File: src/rtl/sdpram_pkg.sv
// Shared constants and helpers for the sdpram_dist_reg family.
package sdpram_pkg;

  localparam string WM_READ_FIRST  = "READ_FIRST";
  localparam string WM_WRITE_FIRST = "WRITE_FIRST";

  localparam int unsigned MAX_WIDTH = 64;

  // Output-register load value: all-ones for SET, all-zeros otherwise.
  function automatic logic [MAX_WIDTH-1:0] rst_word(input bit set, input int unsigned width);
    logic [MAX_WIDTH-1:0] w;
    w = set ? ({MAX_WIDTH{1'b1}} >> (MAX_WIDTH - width)) : '0;
    return w;
  endfunction

  function automatic bit aw_ok(input int unsigned aw);
    return (aw >= 1) && (aw <= 8);
  endfunction

  function automatic bit width_ok(input int unsigned width);
    return (width >= 1) && (width <= MAX_WIDTH);
  endfunction

  function automatic bit stages_ok(input int unsigned stages);
    return (stages == 1) || (stages == 2);
  endfunction

endpackage

File: src/rtl/rd_pipe_stage.sv
// One registered read stage: data plus valid, clock enable, synchronous set/reset.
module rd_pipe_stage
  import sdpram_pkg::*;
#(
  parameter int unsigned     WIDTH   = 2,
  parameter logic [WIDTH-1:0] RST_VAL = '0
) (
  input  logic             CLK,
  input  logic             LSR,
  input  logic             CE,
  input  logic             LD,
  input  logic             VIN,
  input  logic [WIDTH-1:0] D,
  output logic [WIDTH-1:0] Q,
  output logic             QV
);

  logic [WIDTH-1:0] q_q;
  logic             qv_q;

  // LSR wins over CE; data only moves when LD is set so Q holds across bubbles.
  always_ff @(posedge CLK) begin
    if (LSR) begin
      q_q  <= RST_VAL;
      qv_q <= 1'b0;
    end else if (CE) begin
      qv_q <= VIN;
      if (LD) begin
        q_q <= D;
      end
    end
  end

  assign Q  = q_q;
  assign QV = qv_q;

endmodule

File: src/rtl/sdpram_dist_reg.sv
// Simple-dual-port distributed RAM with async read port F and a registered,
// clock-enabled read pipeline Q/QV.
module sdpram_dist_reg
  import sdpram_pkg::*;
#(
  parameter int unsigned WIDTH      = 2,
  parameter int unsigned AW         = 4,
  parameter int unsigned REG_STAGES = 1,
  parameter string       WRITE_MODE = "READ_FIRST",
  parameter string       REGSET     = "RESET"
) (
  input  logic             CLK,
  input  logic             LSR,
  input  logic             WRE,
  input  logic [AW-1:0]    WAD,
  input  logic [WIDTH-1:0] WD,
  input  logic             RE,
  input  logic [AW-1:0]    RAD,
  input  logic             CE,
  output logic [WIDTH-1:0] F,
  output logic [WIDTH-1:0] Q,
  output logic             QV
);

  localparam int unsigned      DEPTH      = 2 ** AW;
  localparam bit               WriteFirst = (WRITE_MODE == WM_WRITE_FIRST);
  localparam bit               RegSet     = (REGSET == "SET");
  localparam logic [WIDTH-1:0] RstVal     = WIDTH'(rst_word(RegSet, WIDTH));

  if (!aw_ok(AW)) begin : g_bad_aw
    $error("sdpram_dist_reg: AW must be 1..8");
  end
  if (!width_ok(WIDTH)) begin : g_bad_width
    $error("sdpram_dist_reg: WIDTH must be 1..64");
  end
  if (!stages_ok(REG_STAGES)) begin : g_bad_stages
    $error("sdpram_dist_reg: REG_STAGES must be 1 or 2");
  end

  logic [WIDTH-1:0] mem [DEPTH];

  always_ff @(posedge CLK) begin
    if (WRE) begin
      mem[WAD] <= WD;
    end
  end

  assign F = mem[RAD];

  logic             collide;
  logic [WIDTH-1:0] rd_word;

  // The array holds the pre-write word at the edge, so READ_FIRST needs no bypass.
  assign collide = WRE && (WAD == RAD);
  assign rd_word = (WriteFirst && collide) ? WD : mem[RAD];

  logic [WIDTH-1:0]    sd [REG_STAGES+1];
  logic [REG_STAGES:0] sv;

  assign sd[0] = rd_word;
  assign sv[0] = RE;

  for (genvar i = 0; i < REG_STAGES; i++) begin : g_stage
    localparam bit First = (i == 0);
    rd_pipe_stage #(
      .WIDTH   (WIDTH),
      .RST_VAL (RstVal)
    ) u_stage (
      .CLK (CLK),
      .LSR (LSR),
      .CE  (CE),
      .LD  (First ? RE : 1'b1),
      .VIN (sv[i]),
      .D   (sd[i]),
      .Q   (sd[i+1]),
      .QV  (sv[i+1])
    );
  end

  assign Q  = sd[REG_STAGES];
  assign QV = sv[REG_STAGES];

endmodule
File: config.mk
export PLATFORM = sky130hd
export DESIGN_NAME = sdpram_dist_reg
export DESIGN_NICKNAME = d
export VERILOG_FILES = /design/src/rtl/sdpram_pkg.sv /design/src/rtl/rd_pipe_stage.sv /design/src/rtl/sdpram_dist_reg.sv
export SDC_FILE = /design/constraint.sdc
export NUM_CORES = 1
export LEC_CHECK = 0
export CORE_AREA = 2 2 60 51
export CTS_CLUSTER_DIAMETER = 40
export DETAILED_ROUTE_END_ITERATION = 10
export DIE_AREA = 0 0 62 53
export HOLD_SLACK_MARGIN = 0.06
export PLACE_DENSITY = 0.79
export SLEW_MARGIN = 20
export SYNTH_ARGS = -nofsm -noshare
export SYNTH_HDL_FRONTEND = slang
export SYNTH_HIERARCHICAL = 1
export SYNTH_SLANG_ARGS = --single-unit
File: constraint.sdc
create_clock -name CLK -period 3.8 [get_ports CLK]
set_clock_uncertainty 0.2 [all_clocks]
set_input_delay 0.57 -clock CLK [delete_from_list [all_inputs] [get_ports CLK]]
set_output_delay 0.57 -clock CLK [all_outputs]
set_load 0.02 [all_outputs]
==> flow_summary.json, run 1 <==
{
  "status": "finished clean",
  "place_area_sq_um": 1677,
  "start_kind": "primary input",
  "final_max_slew_viol_count": 0,
  "synth.area.top_cells": "edfxtp_1, mux4_1, mux4_2, dfxtp_1, nor2_1",
  "die-area_sq_um": 3286,
  "grt_pass1_wl_um": 4002,
  "synth-compound-area-share_pct": 3.098,
  "cts_sinks": 35,
  "rows": 17,
  "synth_ff_type": "edfxtp_1",
  "drt-initial-drc-count": 25,
  "tritoncts": "done",
  "yosys.cell_types.count": 18,
  "synthCells": 87,
  "diodes": 0,
  "hp-class": "flip-flop to flip-flop",
  "synth.mux.area_fraction_pct": 14.11,
  "synth_top_family_by_area": "multiplexers",
  "io_pins": 20,
  "gp_congestion": 0.7497,
  "synth.yosys.seq_area_share_pct": 70.22,
  "io_buffers": 19,
  "slew_headroom_pct": 65.37,
  "post-route-util_pct": 66.12,
  "post-cts-setup-buffers": 0,
  "drt_pass1_iterations": 4,
  "period_needed_ns": 3.595,
  "synthArstFlopShare_pct": 0,
  "crit_top_cell": "clkdlybuf4s50_1",
  "power_uw": 763.6,
  "fin_area_sq_um": 1758,
  "ys_ff_latch": 35,
  "dpl.hpwl_um": 1778,
  "critPathBufInv": 2,
  "worst_pin_slew_ns": 0.5179,
  "critPathTopFamily": "buffers and inverters",
  "crit_required_ns": 3.03,
  "rsz0062_at_grt": "false",
  "wl_per_cell_um": 16.59,
  "synth_most_common_cell": "edfxtp_1",
  "viasPerCell": 5.520,
  "synth-edff-count": 32,
  "antenna_found_initial": 0,
  "synthAdderAreaFrac_pct": 0,
  "ant_nets": 0,
  "cts-root-buf": "clkbuf_4",
  "p_per_area_nw_per_um2": 434.4,
  "ir_worst_vdd_v": 0.0002553,
  "htree_levels": 2,
  "slowest_stage": "clkdlybuf4s50_1",
  "clock.fmax_mhz": 278.2,
  "vias": 828,
  "cts.path.max_buffers": 2,
  "crit_path_max_fanout": 8,
  "crit_chain": "clkdlybuf4s50_1 -> mux4_2 -> a22oi_1 -> nand3_1 -> clkdlybuf4s50_1",
  "core_sq_um": 2659,
  "fillers": 177,
  "worstSetupPathType": "primary input to output pin",
  "fin_crit_sh_pct": 94.59,
  "drc": 0,
  "hold_viol": 0,
  "max-cap-violations": 0,
  "fin_nets": 126,
  "gr-total-overflow": 0,
  "yosys.area_share.simple_pct": 11.53,
  "die_y_um": 53,
  "cts-resized-gates": 0,
  "synth_area_sq_um": 1454,
  "grt_pass1_vias": 822,
  "synthTopCellsByCount": "edfxtp_1, nor2_1, nand3_1",
  "synth_area_leader_cell": "edfxtp_1",
  "setup_viol": 0,
  "synth_nets": 102,
  "wirelength_um": 2488,
  "yosysWarnings": 6,
  "die_width_um": 62,
  "grt_use_total_pct": 18.68,
  "syn_area_per_cell_sq_um": 16.71,
  "initial_core_util_pct": 54.68,
  "hold_buffers": 0,
  "drive_gt1_share_pct": 11.61,
  "critPathMaxStageDelay_ns": 0.78,
  "netlist.area_leader.share_pct": 66.09,
  "worstSkewPairLatency_ns": 0.34,
  "grt_max_degree": 17,
  "end_kind": "output pin",
  "numCtsBuffers": 5,
  "worstPathArrival_ns": 2.82,
  "setup_tns_ns": 0,
  "synth_xor_area_share_pct": 0,
  "syn_to_final_growth_pct": 20.91,
  "p_leak_uw": 0.0005733,
  "clkTransAtPathRegs_ns": 0.10
}
sequential cells by signal, summed over array words and instances, names as in the netlist:
signal and cells:
g_stage.u_stage/Q 2, g_stage.u_stage/QV 1, mem 32
worst reg2reg max path: stages (launching register included):
cell and delay [ns]:
edfxtp_1 0.39, mux4_2 0.46, a22oi_1 0.21, nand3_1 0.14
nand3_1 0.09, a21oi_1 0.06
layer usage:
layer	track usage, %	routed length, um	vias to the layer above	share of wire (%)
li1	-	-	399	-
met3	5.868	210	6	8.4
met2	26.74	1112	38	45
met5	0	0	-	0
met4	9.574	61	0	2.5
met1	25.46	1103	385	44
worst paths after layout:
| check | start | end | slack (ns) | cells after the start |
|---|---|---|---|---|
| setup / recovery | RAD[0] | F[1] | 0.21 | 5 |
| hold / removal | g_stage[0].u_stage/QV | g_stage[0].u_stage/QV | 0.32 | 2 |
| setup reg to reg | mem[2][1] | g_stage[0].u_stage/Q[1] | 2.13 | 5 |
| hold reg to reg | g_stage[0].u_stage/QV | g_stage[0].u_stage/QV | 0.32 | 2 |
metrics by stage:
step / hold WS, ns / instances / worst slack (ns)
5_1_grt: 0.3723 / 150 / 0.05356
6_report: 0.3158 / 150 / 0.2055
2_1_floorplan: 0.3788 / 87 / 1.444
4_1_cts: 0.3225 / 150 / 0.1859
3_5_place_dp: 0.2954 / 142 / 0.1956
3_3_place_gp: 0.2835 / 142 / 0.2847
where the power goes:
group / total [uW] / internal, uW / leakage, uW / switching, uW
logic: 69.6 / 35.4 / 0.000214 / 34.2
clock network: 263 / 138 / 0.0000452 / 125
registers: 431 / 428 / 0.000314 / 2.44
total: 764 / 602 / 0.000573 / 161
layout by cell type, fill, tap and decap left out:
cell type	instances
bufinv_16	1
a21bo_1	2
mux2i_1	1
mux4_2	4
nor3_1	4
clkinv_4	1
mux4_1	4
edfxtp_1	32
or3b_2	1
nor2b_1	2
nor2_1	14
nand2b_1	2
clkbuf_4	5
nand2_1	3
nand3b_1	2
a22oi_1	2
a21oi_1	2
clkdlybuf4s50_1	19
nand3_1	7
dfxtp_1	3
clkinv_2	1
kinds of logic after synthesis:
logic type      count (synthesis)
simple gates                   35
flops                          35
buf+inv                         2
mux                             9
compound gates                  6
area by class of cell:
type | instances | area [sq um] | area share (%)
tap | 38 | 47.55 | 2.705
clock inverter | 3 | 43.79 | 2.491
clock buffer | 5 | 37.54 | 2.135
timing repair buffer | 19 | 190.2 | 10.82
sequential | 35 | 1021 | 58.08
multi-input combinational | 50 | 417.9 | 23.77
(Power assumes the default switching activity.)
==> inputs of run 2 (changes only) <==
--- a/config.mk
+++ b/config.mk
@@ -5,12 +5,13 @@
 export SDC_FILE = /design/constraint.sdc
 export NUM_CORES = 1
 export LEC_CHECK = 0
-export CORE_AREA = 2 2 60 51
+export CORE_AREA = 2 2 64 54
 export CTS_CLUSTER_DIAMETER = 40
 export DETAILED_ROUTE_END_ITERATION = 10
-export DIE_AREA = 0 0 62 53
+export DIE_AREA = 0 0 66 56
 export HOLD_SLACK_MARGIN = 0.06
-export PLACE_DENSITY = 0.79
+export MAX_ROUTING_LAYER = met4
+export PLACE_DENSITY = 0.71
 export SLEW_MARGIN = 20
 export SYNTH_ARGS = -nofsm -noshare
 export SYNTH_HDL_FRONTEND = slang
==> run 2 against run 1 <==
  * Critical path depth rose by 1
  * Critical endpoint is now F[0]
  * Combinational power barely moved
  * Worst hold slack improved by 0.0047 ns
  * Highest routed layer unchanged
==> flow_summary.json, run 2 (synthesis results as in run 1) <==
{
  "status": "finished clean",
  "wirelength_um": 2495,
  "p_per_area_nw_per_um2": 421.3,
  "die_y_um": 56,
  "drive_gt1_share_pct": 9.735,
  "period_needed_ns": 3.376,
  "hold_path_end": "g_stage[0].u_stage/QV",
  "layout_common_cells": "edfxtp_1, clkdlybuf4s50_1, nor2_1, nand3_1, clkbuf_8",
  "numCtsBuffers": 5,
  "crit_top_cell": "clkdlybuf4s50_1",
  "cts-resized-gates": 0,
  "final_common_cell": "edfxtp_1",
  "tritoncts": "done",
  "crit_chain": "clkdlybuf4s50_1 -> buf_4 -> mux4_2 -> a22oi_1 -> nand3_1 -> clkdlybuf4s50_1",
  "fin_crit_sh_pct": 88.85,
  "fillers": 245,
  "critPathMaxStageDelay_ns": 0.56,
  "rsz0062_at_grt": "false",
  "place_area_sq_um": 1687,
  "grt_use_total_pct": 15.60,
  "htree_levels": 2,
  "drt_pass1_iterations": 4,
  "diodes": 0,
  "core_sq_um": 3018,
  "clkTransAtPathRegs_ns": 0.06,
  "ir_worst_vdd_v": 0.0003539,
  "grt_pass1_vias": 788,
  "hold_viol": 0,
  "gr-total-overflow": 0,
  "hold_depth": 2,
  "grt_max_degree": 17,
  "cts.path.max_buffers": 2,
  "io_pins": 20,
  "viasPerCell": 5.399,
  "clock.fmax_mhz": 296.2,
  "die_width_um": 66,
  "drt-initial-drc-count": 23,
  "vias": 826,
  "p_leak_uw": 0.0005732,
  "wl_per_cell_um": 16.31,
  "r2r-end": "g_stage[0].u_stage/Q[0]",
  "cts-root-buf": "clkbuf_8",
  "crit_required_ns": 3.03,
  "fin_nets": 127,
  "io_buffers": 19,
  "final_max_slew_viol_count": 0,
  "initial_core_util_pct": 48.18,
  "end_kind": "output pin",
  "post-cts-setup-buffers": 0,
  "rows": 18,
  "hold_buffers": 0,
  "r2r-start": "mem[6][0]",
  "fin_area_sq_um": 1767,
  "start_kind": "primary input",
  "grt_pass1_wl_um": 3850,
  "min_from": "g_stage[0].u_stage/QV",
  "rr_worst_depth": 5,
  "regMostFlops": "mem",
  "worst_pin_slew_ns": 0.5488,
  "setup_tns_ns": 0,
  "setup_viol": 0,
  "gp_congestion": 0.7061,
  "largest_reg_flops": 32,
  "worstPathArrival_ns": 2.61,
  "slew_headroom_pct": 63.30,
  "reg2reg_slack_ns": 2.18,
  "hp-class": "flip-flop to flip-flop",
  "worstSkewPairLatency_ns": 0.28,
  "syn_to_final_growth_pct": 21.51,
  "dpl.hpwl_um": 1824,
  "drc": 0,
  "cts_sinks": 35,
  "slowest_stage": "clkdlybuf4s50_1",
  "die-area_sq_um": 3696,
  "ant_nets": 0,
  "antenna_found_initial": 0,
  "max-cap-violations": 0,
  "crit_path_max_fanout": 8,
  "worstSetupPathType": "primary input to output pin"
}
run 2: worst max path at each step:
| stage | startpoint | endpoint | slack, ns |
|---|---|---|---|
| after detailed placement | RAD[0] | F[0] | 0.43 |
| after global routing | RAD[0] | F[1] | 0.32 |
| after CTS | RAD[0] | F[0] | 0.42 |
| after floorplan | RAD[0] | F[1] | 1.44 |
| final | RAD[0] | F[0] | 0.42 |
| after global placement | RAD[0] | F[1] | 0.45 |
run 2: worst max-delay path: cells and delay by family:
family	cells	cell delay [ns]
and+or+nand+nor	1	0.14
muxes	1	0.51
buffers and inverters	3	1.21
AOI/OAI and AO/OA	1	0.18
run 2: through the flow:
stage	power (uW)	worst slack [ns]	cells	util (%)	hold slack [ns]
2_1_floorplan	472.3	1.444	87	-	0.3788
3_3_place_gp	508.1	0.4540	145	55.89	0.2867
3_5_place_dp	509.8	0.4298	145	55.89	0.3147
4_1_cts	748.9	0.4157	153	58.54	0.3314
5_1_grt	774.7	0.3188	153	58.54	0.3584
6_report	744.3	0.4236	153	58.54	0.3206
run 2: area by class of cell:
type,count,area [sq um],area share [%]
clock inverter,2,7.507,0.4249
timing repair buffer,20,197.7,11.19
sequential,35,1021,57.79
multi-input combinational,50,417.9,23.65
clock buffer,6,72.57,4.108
tap,40,50.05,2.833
run 2: layer usage:
metal	GRT usage (%)	up-vias	share of wire [%]
li1	-	398	-
met4	6.122	0	1.5
met2	19.91	27	44
met1	21.35	395	48
met3	7.692	6	6.5
met5	-	-	0
run 2: power breakdown:
part | internal, uW | switching (uW)
Clock | 125 | 118
Combinational | 36.1 | 33.7
Sequential | 429 | 2.66
